`src/rtl/tx_frame_ctrl_ble.sv`:
```
// Transmit frame sequencer: serializes bus/DMA words LSB-first into a header burst,
// a one-cycle idle gap and a payload burst, with TX-complete interrupt and DMA request.
module tx_frame_ctrl_ble #(
  parameter int DATA = 32
) (
  input  logic            clk,
  input  logic            reset,
  input  logic            start,
  input  logic [15:0]     header_size,
  input  logic [15:0]     payload_size,
  input  logic [DATA-1:0] word_in,
  input  logic            word_valid,
  output logic            word_ready,
  output logic            bit_out,
  output logic            bit_valid,
  input  logic            bit_ready,
  output logic            header_sel,
  output logic            payload_sel,
  output logic            tx_busy,
  output logic            tx_done,
  output logic            underrun_err,
  input  logic            tx_irq_en,
  input  logic            tx_irq_clear,
  output logic            tx_irq,
  output logic            chain_clr_tx_irq,
  input  logic            dma_mode,
  input  logic            dma_ack,
  input  logic            tx_dma_done,
  output logic            tx_dma_req,
  output logic [2:0]      state_dbg
);

  localparam logic [2:0] IDLE    = 3'd0;
  localparam logic [2:0] HEADER  = 3'd1;
  localparam logic [2:0] GAP     = 3'd2;
  localparam logic [2:0] PAYLOAD = 3'd3;
  localparam logic [2:0] DONE    = 3'd4;

  localparam int CW = $clog2(DATA + 1);
  localparam logic [CW-1:0] FULL = CW'(DATA);

  // Handshakes: a word moves on word_valid & word_ready, a bit moves on
  // bit_valid & bit_ready; valid sides hold their data until accepted.
  logic [2:0]      state;
  logic [15:0]     rem;
  logic [15:0]     pay_q;
  logic [DATA-1:0] sr;
  logic [CW-1:0]   sr_cnt;
  logic            underrun_q;
  logic            irq_flag;
  logic            ack_reg;
  logic            req_flag;
  logic            chain_q;

  logic in_sec;
  logic consume;
  logic load;
  logic need_more;
  logic last_bit;
  logic start_acc;

  always_comb begin
    in_sec     = (state == HEADER) || (state == PAYLOAD);
    bit_valid  = in_sec && (sr_cnt != '0);
    consume    = bit_valid && bit_ready;
    need_more  = rem > 16'(sr_cnt);
    // Refill either from empty or in the same cycle the last buffered bit leaves.
    word_ready = in_sec && need_more &&
                 ((sr_cnt == '0) || ((sr_cnt == CW'(1)) && consume));
    load       = word_ready && word_valid;
    last_bit   = consume && (rem == 16'd1);
    start_acc  = (state == IDLE) && start;
  end

  assign bit_out          = sr[0];
  assign header_sel       = (state == HEADER) && bit_valid;
  assign payload_sel      = (state == PAYLOAD) && bit_valid;
  assign tx_busy          = state != IDLE;
  assign tx_done          = state == DONE;
  assign underrun_err     = underrun_q;
  assign tx_irq           = irq_flag && tx_irq_en;
  assign chain_clr_tx_irq = chain_q;
  assign tx_dma_req       = dma_mode && req_flag;
  assign state_dbg        = state;

  always_ff @(posedge clk or negedge reset) begin
    if (!reset) begin
      state      <= IDLE;
      rem        <= '0;
      pay_q      <= '0;
      sr         <= '0;
      sr_cnt     <= '0;
      underrun_q <= 1'b0;
      irq_flag   <= 1'b0;
      ack_reg    <= 1'b0;
      req_flag   <= 1'b0;
      chain_q    <= 1'b0;
    end else begin
      chain_q <= tx_irq_clear;

      if (tx_dma_done)  ack_reg <= 1'b0;
      else if (dma_ack) ack_reg <= 1'b1;

      if (ack_reg)        req_flag <= 1'b0;
      else if (start_acc) req_flag <= 1'b1;

      if (tx_irq_clear) irq_flag <= 1'b0;
      else if (tx_done) irq_flag <= 1'b1;

      if (load) begin
        sr     <= word_in;
        sr_cnt <= FULL;
      end else if (consume) begin
        sr     <= {1'b0, sr[DATA-1:1]};
        sr_cnt <= sr_cnt - CW'(1);
      end

      if (in_sec && (sr_cnt == '0) && !load) underrun_q <= 1'b1;
      if (consume) rem <= rem - 16'd1;

      case (state)
        IDLE: begin
          if (start) begin
            pay_q      <= payload_size;
            underrun_q <= 1'b0;
            if (header_size != 16'd0) begin
              state <= HEADER;
              rem   <= header_size;
            end else if (payload_size != 16'd0) begin
              state <= PAYLOAD;
              rem   <= payload_size;
            end else begin
              state <= DONE;
            end
          end
        end
        HEADER: begin
          // Leftover high bits of the final header word are dropped here.
          if (last_bit) begin
            sr_cnt <= '0;
            state  <= (pay_q == 16'd0) ? DONE : GAP;
          end
        end
        GAP: begin
          state <= PAYLOAD;
          rem   <= pay_q;
        end
        PAYLOAD: begin
          if (last_bit) begin
            sr_cnt <= '0;
            state  <= DONE;
          end
        end
        DONE:    state <= IDLE;
        default: state <= IDLE;
      endcase
    end
  end

endmodule

```
`config.mk`:
```
export PLATFORM = sky130hd
export DESIGN_NAME = tx_frame_ctrl_ble
export DESIGN_NICKNAME = d
export VERILOG_FILES = /design/src/rtl/tx_frame_ctrl_ble.sv
export SDC_FILE = /design/constraint.sdc
export NUM_CORES = 1
export LEC_CHECK = 0
export CORE_ASPECT_RATIO = 0.7
export CORE_MARGIN = 3
export CORE_UTILIZATION = 25
export CTS_CLUSTER_DIAMETER = 200
export CTS_CLUSTER_SIZE = 14
export DETAILED_ROUTE_END_ITERATION = 7
export PLACE_DENSITY = 0.56
export SLEW_MARGIN = 20
export SYNTH_ARGS = -nofsm -noshare
export SYNTH_HDL_FRONTEND = slang
export SYNTH_SLANG_ARGS = --single-unit
```
`constraint.sdc`:
```
create_clock -name clk -period 2.65 [get_ports clk]
set_input_delay 0.3975 -clock clk [delete_from_list [all_inputs] [get_ports clk]]
set_output_delay 0.3975 -clock clk [all_outputs]
set_load 0.005 [all_outputs]
```
==> impl_results.rst, run 1 <==
.. list-table::
   :header-rows: 1

   * - Metric
     - Value
   * - Portion of the post-synthesis area used by sequential elements
     - 40.9%
   * - # Max-Cap Violations
     - 0
   * - Warnings, synthesis
     - 0
   * - Starting utilization of the core area
     - around 26%
   * - TritonCTS clock tree
     - done
   * - Number of cell instances on the worst register-to-register path
     - 8
   * - Total die area
     - roughly 21,000 um^2
   * - Inserted Clock Buffers
     - 9
   * - Minimum setup slack after placement
     - ~53 ps
   * - Die Wd
     - ~170 um
   * - Most common cell in the synthesized netlist
     - nand2_1
   * - Number of antenna-violating nets in the routed design
     - 0
   * - Footprint of the multi-input gates
     - 2670 um^2
   * - Via count of the first global-routing pass
     - roughly 4.1k
   * - Capturing point of the worst reg2reg path
     - underrun_err
   * - Class of the worst hold path
     - primary input to asynchronous set/reset pin
   * - Number of antenna violations at the first check in global routing
     - 0
   * - Setup repair after global routing missed its margin
     - yes
   * - Cts hold-fix bufs
     - 0
   * - Destination of the critical timing path
     - word_ready
   * - Post-synthesis cell type with the largest combined area
     - dfrtp_1
   * - Type of the worst setup path
     - register to output pin
   * - Max Fanout on Critical Path
     - 3
   * - Final max-slew violation count
     - 0
   * - Layout cell share with drive strength beyond 1
     - 15.2%
   * - Total routing resource utilization after global routing
     - between 10% and 20%
   * - Highest attainable clock frequency
     - a little under 400 MHz
   * - Post-route clock skew
     - between 10 and 15 ps
   * - Hold Fails Final Rpt
     - 0
   * - Total Nets Final
     - 750
   * - Maximum vdd drop
     - 305 uV
   * - Final-report setup violation count
     - 0
   * - Height of the die
     - roughly 120 um
   * - Number of distinct library cell variants in the gate-level netlist after synthesis
     - 52
   * - Max clock buf depth
     - 2
   * - Sequential cell area
     - between 1500 and 2000 um^2
   * - Clock-pin slew reported for the worst setup and hold paths after clock tree synthesis
     - 60 ps
   * - TritonCTS sink count
     - 78
   * - Worst setup path startpoint
     - sr_cnt[4]
   * - Parity-gate share of the synthesized area counting xor and xnor cells
     - under 10%
   * - Top Ports
     - 88
   * - Run status
     - finished clean
   * - Vias after detailed routing
     - approximately 4.2k
   * - Core Box Area
     - between 15,000 and 20,000 um^2
   * - Routability-driven placement congestion ratio
     - 0.852
   * - Reg-to-reg slack, setup
     - roughly 140 ps
   * - Most numerous cell types in the synthesized netlist
     - 188 x nand2_1, 78 x dfrtp_1, 33 x nor2_1
   * - Most flop-heavy register
     - sr
   * - Dominant combinational cell family by area after synthesis
     - simple AND/OR/NAND/NOR gates
   * - Worst-case headroom to the max-slew limit
     - about 28%
   * - Share of the synthesized area in the top cell type
     - between 40% and 50%
   * - H-tree depth reported by CTS
     - 3
   * - Post-DR vias/cell
     - between 4 and 5
   * - Router iterations before antenna repair
     - 5
   * - Kind of start point of the critical path
     - register
   * - Combined area of all synthesized cells
     - approximately 4800 um^2
   * - Reg2Reg Launch Point
     - rem[5]
   * - Largest registers ranked by flip-flop count
     - sr x32, pay_q x16, rem x16
   * - Primary flip-flop cell chosen by synthesis mapping
     - dfrtp_1
   * - Data arrival time of the worst path
     - between 2000 and 2500 ps
   * - Floorplan row count
     - between 40 and 50
   * - Number of nets produced by synthesis
     - 646
   * - Clk root buf
     - clkbuf_16
   * - Leakage power total
     - between 2 and 3 nW
   * - Final clock period utilization by the worst path
     - a little over nine tenths
   * - Global-route wire length before repair
     - about 22 mm
   * - Area delta synth->final
     - 35.3%
   * - Slew at the pin closest to its max-slew limit
     - around 1100 ps
   * - Setup ws final
     - between 70 and 80 ps
   * - Total DRC errors in the routed layout
     - 0
   * - Flip-flop count of the largest register, all copies and words added
     - 32
   * - Final routed wirelength across all metal layers
     - ~14 mm
   * - Share of async-settable or async-resettable flops after synthesis
     - 100%
   * - Iter 0 DRT Violations
     - 269
   * - Synthesized area per cell
     - about 8.5 um^2
   * - Category of the worst setup path capture point
     - output pin
   * - # port buffers
     - 87
   * - Diodes inserted
     - 0
   * - HPWL after DPL
     - 10.6 mm
   * - Basic-gate share of the synthesized area counting and, or, nand and nor cells
     - approximately 28%
   * - Ranking of synthesized cells by area
     - dfrtp_1 41%, nand2_1 15%, mux2_4 8.8%
   * - Number of fill cells in the layout
     - 1,926
   * - Hold Worst Slack
     - around 68 ps
   * - Minimum clock period after layout
     - between 2000 and 3000 ps
   * - Required time worst endpoint
     - about 2300 ps
   * - Register bit count reported by yosys
     - just under 80
   * - Count of flip-flops with a built-in enable after synthesis
     - 0
   * - Adder-cell share of the synthesized area
     - about 2.6%
   * - Power per standard cell area
     - about 730 nW/um^2
   * - Mux cell area share after synthesis
     - 9.72%
   * - DR WL/cell
     - roughly 15 um
   * - Post-synthesis instance total
     - 562
   * - Remaining global-route overflow
     - 0
   * - Clock latency on the worst-skew pair
     - roughly 330 ps
   * - Pin count of the biggest net entering global routing
     - 44
   * - Area fraction in compound gates after synthesis
     - roughly 11%
[worst max-delay path: stages, from the launching register on]
cell           delay (ps)
dfrtp_1               380
inv_2                  60
ha_2                  180
a2111oi_4             340
buf_4                 160
o21ai_1                60
o31a_2                130
a21boi_4              200
nor3_2                 70
dlygate4sd2_1         270
[metal layers]
metal / track usage (%) / vias to the layer above / wire, um
met4: 1.96 / 0 / 31
met3: 3.24 / 2 / 802
met1: 22.3 / 1990 / 7800
met5: 0 / - / 0
li1: - / 2120 / -
met2: 18.3 / 115 / 5420
[where the power goes]
part	switching, mW	total (mW)	internal, mW
Combinational	0.807	1.71	0.905
Clock	0.511	1.27	0.762
Sequential	0.249	1.75	1.50
[metrics by stage]
stage | cells | util, % | power, mW | TNS, ps | cell area [um^2]
after floorplan | 562 | - | 2.85 | 0 | 4770
after global placement | 889 | 33.1 | 3.38 | 0 | 6080
after detailed placement | 889 | 33.1 | 3.40 | 0 | 6080
after CTS | 905 | 34.9 | 4.73 | 0 | 6410
after global routing | 907 | 35.2 | 5.09 | -110 | 6460
final | 907 | 35.2 | 4.74 | 0 | 6460
[area by class of cell]
| class | count | share of cell area (%) |
|---|---|---|
| Multi-Input combinational cell | 441 | 41.3 |
| Clock inverter | 6 | 1.09 |
| Inverter | 13 | 0.756 |
| Timing Repair Buffer | 123 | 18.4 |
| Sequential cell | 78 | 30.2 |
| Clock buffer | 10 | 3.70 |
| Tap cell | 236 | 4.57 |
[cells by family (layout without fill, tap and decap cells)]
logic type	count (synthesis)	after routing
simple gates	296	296
compound gates	83	83
flops	78	78
buf+inv	43	152
mux	32	32
xor+xnor	20	20
fa+ha+maj	10	10
[placed cells by master (no fill, tap or decap), types with 4 or more instances in the layout]
cell type        count
nor3_1              10
and2_1               5
buf_12               4
dfrtp_1             78
nor4_1              16
a21oi_1             32
clkdlybuf4s50_1     85
mux2_4              28
o21a_1               7
clkbuf_16            9
ha_1                 7
buf_4               33
xor2_1               8
xnor2_1             12
a31oi_1              5
o2111ai_1            5
o21ai_0             16
nor2b_1              7
inv_1               12
and4_1               4
nand3_1             12
nand2_1            188
nor2_1              33
[worst min path at each step]
stage          slack, ps  startpoint  depth (start not counted)  endpoint
2_1_floorplan        100       reset                          0   ack_reg
3_3_place_gp         430     ack_reg                          1  req_flag
3_5_place_dp         440     ack_reg                          1  req_flag
4_1_cts              100       reset                          1   rem[14]
5_1_grt              110       reset                          1   rem[12]
6_report              70       reset                          1   rem[14]
[repair_timing]
| item | in CTS | in global routing |
|---|---|---|
| endpoints found under the setup margin | 2 | 3 |
| pin swaps | 1 | 3 |
| gates cloned | 0 | 0 |
| buffers inserted | 0 | 2 |
| gates resized for setup | 6 | 6 |
Note: power is estimated with default switching activity, not from simulation.
==> inputs of run 2 (changes only) <==
- CORE_ASPECT_RATIO: 0.7 -> unset
- PLACE_DENSITY: 0.56 -> 0.46
==> impl_results.rst, run 2 (same netlist as run 1, synthesis figures left out) <==
.. list-table::
   :header-rows: 1

   * - Metric
     - Value
   * - HPWL after DPL
     - 10.4 mm (was 10.6 mm)
   * - Count of placed standard cells in the final layout, fillers left out
     - 900 (was 907)
   * - Post-route clock skew
     - 9.90 ps (was 10.0 ps)
   * - Clock-pin slew reported for the worst setup and hold paths after clock tree synthesis
     - 60 ps (about the same)
   * - Core Box Area
     - 18,300 um^2 (was 18,400 um^2)
   * - Final clock period utilization by the worst path
     - 97.1% (about the same)
   * - Placement-stage cell area
     - 6060 um^2 (was 6080 um^2)
   * - Total die area
     - 20,800 um^2 (about the same)
   * - Worst-case headroom to the max-slew limit
     - 59.6% (was 27.9%)
   * - Cell Count Post-Placement
     - 878 (was 889)
   * - Vias after detailed routing
     - 4,242 (was 4,227)
   * - # port buffers
     - 87 (unchanged)
   * - Final routed wirelength across all metal layers
     - 14.0 mm (was 14.1 mm)
   * - Total routing resource utilization after global routing
     - 13.9% (was 13.7%)
   * - Pin count of the biggest net entering global routing
     - 41 (was 44)
   * - DR WL/cell
     - 15.5 um (about the same)
   * - Required time worst endpoint
     - 2250 ps (about the same)
   * - Hold Fails Final Rpt
     - 0 (unchanged)
   * - TritonCTS sink count
     - 78 (unchanged)
   * - Number of antenna violations at the first check in global routing
     - 0 (unchanged)
   * - Reg-to-reg slack, setup
     - 80 ps (was 140 ps)
   * - Category of the worst setup path capture point
     - output pin (unchanged)
   * - Final max-slew violation count
     - 0 (unchanged)
   * - Global-route wire length before repair
     - 22.8 mm (was 22.3 mm)
   * - Class of the worst hold path
     - primary input to asynchronous set/reset pin (unchanged)
   * - Post-DR vias/cell
     - 4.71 (was 4.66)
   * - Remaining global-route overflow
     - 0 (unchanged)
   * - Routability-driven placement congestion ratio
     - 0.848 (was 0.852)
   * - Utilization after layout
     - 35.3% (was 35.2%)
   * - Hold Worst Slack
     - 43.4 ps (was 67.9 ps)
   * - Clk root buf
     - clkbuf_16 (unchanged)
   * - Leakage power total
     - 2.98 nW (was 2.95 nW)
   * - Height of the die
     - 144 um (was 122 um)
   * - Top Ports
     - 88 (unchanged)
   * - Type of the worst setup path
     - register to output pin (unchanged)
   * - Run status
     - finished clean (unchanged)
   * - Maximum vdd drop
     - 371 uV (was 305 uV)
   * - Total Nets Final
     - 750 (unchanged)
   * - Clock latency on the worst-skew pair
     - 350 ps (was 330 ps)
   * - Most flop-heavy register
     - sr (unchanged)
   * - Number of cell instances on the worst register-to-register path
     - 10 (was 8)
   * - Iter 0 DRT Violations
     - 202 (was 269)
   * - Flip-flop count of the largest register, all copies and words added
     - 32 (unchanged)
   * - Layout cell share with drive strength beyond 1
     - 14.9% (was 15.2%)
   * - # Max-Cap Violations
     - 0 (unchanged)
   * - Highest attainable clock frequency
     - 389 MHz (about the same)
   * - Ordered cell list for the critical path
     - ha_4 > a2111oi_4 > o21ai_1 > o31a_2 > a21boi_2 > nor3_1 > clkdlybuf4s15_1 (was inv_2 > ha_2 > a2111oi_4 > buf_4 > o21ai_1 > o31a_2 > a21boi_4 > nor3_2 > dlygate4sd2_1)
   * - Area delta synth->final
     - 35.8% (was 35.3%)
   * - Slew at the pin closest to its max-slew limit
     - 605 ps (was 1070 ps)
   * - Final instance area
     - 6480 um^2 (was 6460 um^2)
   * - Cts hold-fix bufs
     - 0 (unchanged)
   * - Max Fanout on Critical Path
     - 2 (was 3)
   * - Kind of start point of the critical path
     - register (unchanged)
   * - Die Wd
     - 144 um (was 171 um)
   * - Final-report setup violation count
     - 0 (unchanged)
   * - Reg2Reg Launch Point
     - sr_cnt[4] (was rem[5])
   * - Router iterations before antenna repair
     - 5 (unchanged)
   * - Total DRC errors in the routed layout
     - 0 (unchanged)
   * - Number of antenna-violating nets in the routed design
     - 0 (unchanged)
   * - Via count of the first global-routing pass
     - 4,361 (was 4,122)
   * - Minimum clock period after layout
     - 2570 ps (about the same)
   * - H-tree depth reported by CTS
     - 3 (unchanged)
   * - Commonest non-fill, non-tap cell in the layout
     - nand2_1 (unchanged)
   * - Capturing point of the worst reg2reg path
     - sr[29] (was underrun_err)
   * - Data arrival time of the worst path
     - 2180 ps (about the same)
   * - Diodes inserted
     - 0 (unchanged)
   * - TritonCTS clock tree
     - done (unchanged)
   * - Critical path's slowest cell
     - dfrtp_1 (unchanged)
   * - Max clock buf depth
     - 2 (unchanged)
   * - Delay contributed by the slowest stage of the critical path
     - 420 ps (was 380 ps)
   * - Starting utilization of the core area
     - 26.0% (about the same)
   * - Power per standard cell area
     - 745 nW/um^2 (was 734 nW/um^2)
   * - Commonest non-fill, non-tap cells in the layout
     - 188 x nand2_1, 84 x clkdlybuf4s50_1, 77 x dfrtp_1 (was 188 x nand2_1, 85 x clkdlybuf4s50_1, 78 x dfrtp_1)
   * - Largest registers ranked by flip-flop count
     - sr x32, pay_q x16, rem x16 (unchanged)
   * - Floorplan row count
     - 49 (was 41)
   * - Inserted Clock Buffers
     - 9 (unchanged)
-- run 2: changes by cell type in the layout (fill, tap and decap cells not counted), sizes merged --
cell           previous run  this run
clkinvlp                  2         1
inv                      14        15
dlygate4sd2               1         0
clkdlybuf4s50            85        84
bufinv                    1         2
dlymetal6s2s              0         1
clkdlybuf4s15             0         1
clkinv                    2         1
-- run 2: worst max-delay path by stage --
stage | from | end | slack, ps | depth (start not counted)
final | rem[5] | word_ready | 80 | 7
after global routing | rem[5] | word_ready | -10 | 7
after CTS | sr_cnt[4] | word_ready | 40 | 8
after detailed placement | rem[5] | word_ready | -8 | 7
after global placement | rem[5] | word_ready | 80 | 7
after floorplan | sr_cnt[5] | sr[0] | 300 | 10
-- run 2: through the flow --
stage	setup WS [ps]	TNS [ps]	total power, mW
6_report	77.5	0	4.83
5_1_grt	-12.9	-12.9	5.16
4_1_cts	35.8	0	4.84
3_5_place_dp	-7.75	-7.75	3.38
3_3_place_gp	76.8	0	3.34
2_1_floorplan	296	0	2.85
-- run 2: layout make-up --
cell class / count / area (um^2)
multi-input combinational: 441 / 2660
clock inverter: 6 / 93.8
sequential: 78 / 1950
clock buffer: 10 / 229
timing repair buffer: 123 / 1210
fill: 1890 / 11900
tap: 229 / 287
inverter: 13 / 48.8
-- run 2: layer usage --
metal | track usage, % | vias up | part of all wire [%]
met5 | 0 | - | 0
met4 | 4.66 | 0 | 1.9
met2 | 22.3 | 92 | 47
met3 | 2.08 | 17 | 3.3
li1 | - | 2114 | -
met1 | 19.2 | 2019 | 48
-- run 2: worst max-delay path, delay by kind of cell (launching register included) --
| family | cells | cell delay (ps) |
|---|---|---|
| AO/OA/AOI/OAI | 4 | 840 |
| adder cells (fa/ha/maj) | 1 | 270 |
| flip-flops | 1 | 420 |
| buffers and inverters | 1 | 220 |
| AND/OR/NAND/NOR | 1 | 90 |
-- run 2: what timing repair did --
action | CTS | global route
setup buffers | 3 | 3
gates resized for setup | 8 | 6
cloned | 0 | 0
endpoints found under the setup margin | 2 | 36
pin swaps | 1 | 5
-- run 2: power by group --
group	leakage, nW	switching, mW	internal, mW	total, mW
clock	0.154	0.530	0.834	1.36
sequential	0.985	0.255	1.51	1.76
combinational	1.84	0.782	0.918	1.70
total	2.98	1.57	3.26	4.83
